`config.mk`:
```
export PLATFORM = sky130hd
export DESIGN_NAME = ex_commit
export DESIGN_NICKNAME = d
export VERILOG_FILES = /design/src/rtl/ex_commit.sv
export SDC_FILE = /design/constraint.sdc
export NUM_CORES = 1
export LEC_CHECK = 0
export BUFFER_PORTS_ARGS = -buffer_cell sky130_fd_sc_hd__clkbuf_2
export CAP_MARGIN = 40
export CORE_MARGIN = 10
export CORE_UTILIZATION = 46
export DETAILED_ROUTE_END_ITERATION = 8
export PLACE_DENSITY = 0.86
export SLEW_MARGIN = 20
export SYNTH_ARGS = -nofsm -noshare
export SYNTH_HDL_FRONTEND = slang
export SYNTH_SLANG_ARGS = --single-unit
```
`constraint.sdc`:
```
create_clock -name clk -period 2.3 [get_ports clk]
set_input_delay 0 -clock clk [delete_from_list [all_inputs] [get_ports clk]]
set_output_delay 0 -clock clk [all_outputs]
set_load 0.05 [all_outputs]
```
`src/rtl/ex_commit.sv`:
```
// ============================================================================
// Module   : ex_commit
// Brief    : WB-stage exception/interrupt/ERTN commit controller with a held
//            fetch redirect and a post-redirect pipeline drain.
// Revision : 1.0
// ============================================================================
`default_nettype none

module ex_commit #(
    parameter int DRAIN_CYCLES = 2
) (
    input  logic        clk,
    input  logic        rstn,
    input  logic        i_wb_valid,
    input  logic [31:0] i_wb_pc,
    input  logic        i_wb_ex,
    input  logic [7:0]  i_wb_ecode,
    input  logic        i_wb_esubcode,
    input  logic [31:0] i_wb_vaddr,
    input  logic        i_wb_ertn,
    input  logic        i_has_int,
    input  logic [31:0] i_ex_entryPC,
    input  logic [31:0] i_new_pc,
    input  logic        i_redirect_ready,
    output logic        o_wb_ready,
    output logic        o_wb_commit,
    output logic        o_ex_en,
    output logic [7:0]  o_ecode,
    output logic        o_esubcode,
    output logic [31:0] o_pc,
    output logic [31:0] o_vaddr,
    output logic        o_ertn_flush,
    output logic        o_flush,
    output logic        o_redirect_valid,
    output logic [31:0] o_redirect_pc
);

    localparam logic [7:0] c_ECODE_INT  = 8'h00;
    localparam logic [7:0] c_ECODE_ERTN = 8'h3F;
    localparam logic [3:0] c_DRAIN      = 4'(DRAIN_CYCLES);

    typedef enum logic [1:0] {
        S_IDLE  = 2'd0,
        S_TRAP  = 2'd1,
        S_REDIR = 2'd2,
        S_DRAIN = 2'd3
    } state_t;

    state_t      r_state;
    logic        r_int_pending;
    logic        r_is_ertn;
    logic [3:0]  r_cnt;
    logic        r_ex_en;
    logic        r_ertn_flush;
    logic        r_flush;
    logic        r_redirect_valid;
    logic [7:0]  r_ecode;
    logic        r_esubcode;
    logic [31:0] r_pc;
    logic [31:0] r_vaddr;
    logic [31:0] r_redirect_pc;

    logic w_idle;
    logic w_take_ex;
    logic w_take_int;
    logic w_take_ertn;
    logic w_event;

    // Strict priority: synchronous exception, then interrupt, then ERTN.
    assign w_idle      = (r_state == S_IDLE);
    assign w_take_ex   = w_idle & i_wb_valid & i_wb_ex;
    assign w_take_int  = w_idle & i_wb_valid & ~i_wb_ex & r_int_pending;
    assign w_take_ertn = w_idle & i_wb_valid & ~i_wb_ex & ~r_int_pending & i_wb_ertn;
    assign w_event     = w_take_ex | w_take_int | w_take_ertn;

    // An interrupted instruction still retires: the CSR file resumes at ERA+4.
    assign o_wb_ready  = w_idle;
    assign o_wb_commit = w_idle & i_wb_valid & ~i_wb_ex;

    always_ff @(posedge clk) begin
        if (!rstn) begin
            r_state          <= S_IDLE;
            r_int_pending    <= 1'b0;
            r_is_ertn        <= 1'b0;
            r_cnt            <= 4'd0;
            r_ex_en          <= 1'b0;
            r_ertn_flush     <= 1'b0;
            r_flush          <= 1'b0;
            r_redirect_valid <= 1'b0;
            r_ecode          <= 8'd0;
            r_esubcode       <= 1'b0;
            r_pc             <= 32'd0;
            r_vaddr          <= 32'd0;
            r_redirect_pc    <= 32'd0;
        end else begin
            // CSR-side fields are only non-zero during the single TRAP cycle,
            // because the CSR file consumes ecode without qualifying on ex_en.
            r_ex_en      <= 1'b0;
            r_ertn_flush <= 1'b0;
            r_ecode      <= 8'd0;
            r_esubcode   <= 1'b0;
            r_pc         <= 32'd0;
            r_vaddr      <= 32'd0;

            case (r_state)
                S_IDLE: begin
                    r_int_pending <= w_take_int ? 1'b0 : i_has_int;
                    if (w_take_ex) begin
                        r_ex_en    <= 1'b1;
                        r_ecode    <= i_wb_ecode;
                        r_esubcode <= i_wb_esubcode;
                        r_pc       <= i_wb_pc;
                        r_vaddr    <= i_wb_vaddr;
                    end else if (w_take_int) begin
                        r_ex_en    <= 1'b1;
                        r_ecode    <= c_ECODE_INT;
                        r_pc       <= i_wb_pc;
                    end else if (w_take_ertn) begin
                        r_ertn_flush <= 1'b1;
                        r_ecode      <= c_ECODE_ERTN;
                    end
                    if (w_event) begin
                        r_state   <= S_TRAP;
                        r_flush   <= 1'b1;
                        r_is_ertn <= w_take_ertn;
                    end
                end
                S_TRAP: begin
                    // Sampled here, before the CSR file applies this cycle's update.
                    r_redirect_pc    <= r_is_ertn ? i_new_pc : i_ex_entryPC;
                    r_redirect_valid <= 1'b1;
                    r_state          <= S_REDIR;
                end
                S_REDIR: begin
                    if (i_redirect_ready) begin
                        r_redirect_valid <= 1'b0;
                        r_flush          <= 1'b0;
                        r_cnt            <= c_DRAIN;
                        r_state          <= (c_DRAIN == 4'd0) ? S_IDLE : S_DRAIN;
                    end
                end
                S_DRAIN: begin
                    r_cnt <= r_cnt - 4'd1;
                    if (r_cnt <= 4'd1) begin
                        r_state <= S_IDLE;
                    end
                end
                default: r_state <= S_IDLE;
            endcase
        end
    end

    assign o_ex_en          = r_ex_en;
    assign o_ertn_flush     = r_ertn_flush;
    assign o_ecode          = r_ecode;
    assign o_esubcode       = r_esubcode;
    assign o_pc             = r_pc;
    assign o_vaddr          = r_vaddr;
    assign o_flush          = r_flush;
    assign o_redirect_valid = r_redirect_valid;
    assign o_redirect_pc    = r_redirect_pc;

endmodule

`default_nettype wire

```
==> results.yml, run 1 <==
status:
  status: "did not finish"
  first-error: "[ERROR RSZ-0060] Max buffer count reached."
  haltStage: "clock tree synthesis"
synthesis:
  yosys.area.top_type: "dfxtp_1"
  netlist.area_leader.share_pct: 57.62
  syn_inst: 374
  ys_warn_count: 0
  synth_edf_count: 0
  yosys-top-cells-count: "117 x dfxtp_1, 68 x and2_1, 39 x nor2_1, 33 x a211oi_1, 33 x mux2i_1"
  netlist_area_um2: 4065
  seq_area_frac_synth_pct: 57.62
  synth.area.top_cells: "dfxtp_1 58%, and2_1 10%, mux2i_1 8.1%, a211oi_1 6.1%, nor2_1 3.6%"
  ys.flop_type: "dfxtp_1"
  ys_ff_latch: 117
  avgSynthCellArea_um2: 10.87
  synthesis.nets: 525
  async_flop_share_pct: 0
  synth_most_common_cell: "dfxtp_1"
  synth_cell_types: 33
cts:
  numCtsBuffers: 17
  root_buffer: "clkbuf_8"
  cts_setup_buffers: 0
  clock_path_buffers: 2
  ctsResizeCount: 0
  postCtsHoldBufs: 152
  htreeDepth: 4
  cts.sinks: 117
placement:
  gp_congestion: 0.7983
  hpwl_mm: 10.09
  port_buffers: 254
floorplanning:
  die_h_um: 114.0
  rows: 34
  die_w_um: 114.0
  io-pin-count: 255
  start_util_pct: 46.84
-- logic make-up after synthesis --
| family | after synthesis | share of synthesized area [%] |
|---|---|---|
| adder cells (fa/ha/maj) | 7 | 2.154 |
| AO/OA/AOI/OAI | 57 | 10.13 |
| flip-flops | 117 | 57.62 |
| AND/OR/NAND/NOR | 131 | 18.13 |
| multiplexers | 33 | 8.126 |
| buffers and inverters | 29 | 3.847 |
-- per-stage QoR --
stage / util, % / hold WS (ps) / setup WS, ps / area [um2] / instances
2_1_floorplan: - / 95.62 / 417.5 / 4065 / 374
3_3_place_gp: 62.13 / 195.1 / 730.5 / 5391 / 718
3_5_place_dp: 62.13 / 196.8 / 640.8 / 5391 / 718
==> run 2: changes to the inputs <==
- CORE_UTILIZATION: 46 -> 40
- PLACE_DENSITY: 0.86 -> unset
- PLACE_DENSITY_LB_ADDON: unset -> 0.15
==> run 2 against run 1 <==
The flow now finishes without violations. Synthesized cell count stayed put. Area after synthesis stayed put.
==> results.yml, run 2 <==
final_layout:
  stdcell_count: 929
  layout-drive-gt1-share_pct: 37.86
  syn_to_final_growth_pct: 85.47
  fin_nets: 934
  num-fill-cells: 620
  finish.utilization_pct: 76.78
  final_common_cell: "clkbuf_2"
  layout_common_cells: "254 x clkbuf_2, 152 x dlygate4sd3_1, 116 x dfxtp_1, 68 x and2_1, 39 x nor2_1"
global_routing:
  first_global_vias: 4511
  overflow: 0
  grt_start_max_net_pins: 66
  grt_first_pass_wirelength_mm: 24.70
  antenna_found_initial: 1
  track_usage_pct: 21.50
min_path:
  hold_depth: 4
  holdCritPathClass: "in -> reg"
  holdPathEnd: "r_is_ertn"
  hp-start: "i_wb_ex"
sta:
  fin_ws_ps: 198.4
  rsz0062_at_grt: "false"
  tns_ps: 0
  worst-slew-pin-transition_ps: 472.5
  finClkSkew_ps: 9.350
  hold_viol_final: 0
  fmax_mhz: 475.8
  slew_headroom_pct: 68.50
  fin_crit_sh_pct: 91.37
  setup_viol: 0
  final-max-slew-violation-count: 0
  post-route-min-period_ps: 2102
synthesis:
  netlist.area_leader.share_pct: 57.62
  yosys-top-cells-count: "117 x dfxtp_1, 68 x and2_1, 39 x nor2_1, 33 x a211oi_1, 33 x mux2i_1"
  synth_edf_count: 0
  seq_area_frac_synth_pct: 57.62
  async_flop_share_pct: 0
  avgSynthCellArea_um2: 10.87
  netlist_area_um2: 4065
  ys_ff_latch: 117
  syn_inst: 374
  synthesis.nets: 525
  ys_warn_count: 0
  synth.area.top_cells: "dfxtp_1 58%, and2_1 10%, mux2i_1 8.1%, a211oi_1 6.1%, nor2_1 3.6%"
  ys.flop_type: "dfxtp_1"
  synth_cell_types: 33
  synth_most_common_cell: "dfxtp_1"
  yosys.area.top_type: "dfxtp_1"
run:
  maxCapViolations: 0
placement:
  gp_congestion: 0.7832
  dp_slack_ps: 660.7
  hpwl_mm: 10.18
  post-place-cells: 744
  port_buffers: 254
cts:
  clock_path_buffers: 2
  root_buffer: "clkbuf_8"
  cts_tree: "yes"
  clk_latency_ps: 500
  ctsResizeCount: 0
  clk_pin_slew_ps: 60
  cts.sinks: 117
  numCtsBuffers: 17
  htreeDepth: 4
floorplanning:
  die_h_um: 120.8
  rows: 36
  start_util_pct: 41.40
  fp.coreArea_um2: 9819
  dieArea_um2: 14600
  die_w_um: 120.8
  io-pin-count: 255
setup_path:
  cp_max_fo: 17
  r2r-end: "o_ecode[2]"
  criticalPathCategory: "reg -> reg"
  startpoint_type: "register"
  crit_path_end_kind: "register"
  r2r_cells: 7
  rrSetupSlack_ps: 200
  timing.rr.start: "r_state[0]"
  arrival_ps: 2540
  worstPathRequired_ps: 2740
status:
  status: "finished, final reports clean"
power:
  vdd_drop_max_mv: 0.7902
  power_density_nw_per_um2: 1100
  power_mw: 8.296
  leakage_nw: 3.621
routing:
  routed_wl_mm: 15.95
  antenna_left: 0
  route.detailed.drc: 0
  drtIter0Drc: 231
  drtPass1Iterations: 4
  viasPerCell: 4.524
  wl_per_cell_um: 17.17
  vias: 4203
## run 2: cell counts after synthesis
Identical to the previous run, type by type.
## run 2: power breakdown
group | total (mW) | internal, mW | switching [mW] | leakage (nW)
registers | 2.64 | 2.42 | 0.222 | 0.955
logic | 3.15 | 0.994 | 2.16 | 2.39
clock network | 2.50 | 1.54 | 0.958 | 0.275
total | 8.30 | 4.96 | 3.34 | 3.62
## run 2: worst max path at each step
stage,endpoint,depth (start not counted),from,slack (ps)
CTS,o_ecode[2],6,r_state[0],180
floorplan,o_wb_commit,4,r_state[0],420
global route,o_ecode[2],7,r_state[0],4
global placement,o_pc[4],6,r_state[0],710
detailed placement,o_pc[7],6,r_state[0],660
finish,o_ecode[2],7,r_state[0],200
## run 2: layout make-up
| cell class | instances | area, um2 | area share, % |
|---|---|---|---|
| tap | 133 | 166.4 | 2.207 |
| sequential | 117 | 2344 | 31.08 |
| inverter | 6 | 22.52 | 0.2987 |
| multi-input combinational | 228 | 1569 | 20.81 |
| clock buffer | 17 | 414.1 | 5.493 |
| timing repair buffer | 413 | 2870 | 38.07 |
| clock inverter | 14 | 151.4 | 2.008 |
| antenna | 1 | 2.502 | 0.03319 |
## run 2: per-stage QoR
| step | cell area [um2] | hold WS [ps] |
|---|---|---|
| 6_report | 7540 | 29.87 |
| 5_1_grt | 7540 | 43.84 |
| 4_1_cts | 7530 | 1.481 |
| 3_5_place_dp | 5443 | 199.6 |
| 3_3_place_gp | 5443 | 194.4 |
| 2_1_floorplan | 4065 | 95.62 |
## run 2: logic make-up after synthesis
| family | share of synthesized area [%] |
|---|---|
| buffers and inverters | 3.847 |
| AOI/OAI and AO/OA | 10.13 |
| muxes | 8.126 |
| adders and majority gates | 2.154 |
| and+or+nand+nor | 18.13 |
| DFF | 57.62 |
## run 2: per-layer routing
metal,global-route usage (%),routed length (um),up-vias
met5,0,0,-
met3,8.050,1198,21
met1,20.08,5417,1946
met2,41.69,9111,160
met4,7.315,225,0
li1,-,-,2076
## run 2: critical path, cell delays in order (launching register included)
cell	delay (ps)
dfxtp_1	340
inv_1	110
ha_1	350
nand2_4	140
nor3_4	150
buf_4	220
a21o_1	160
dlygate4sd3_1	560
## run 2: repair_timing
item / in CTS / in global routing
hold buffers: 152 / 0
hold endpoints to repair: 114 / 0
setup endpoints to repair: 0 / 6
setup buffers: 0 / 1
Power figures use the tool's default switching activity.
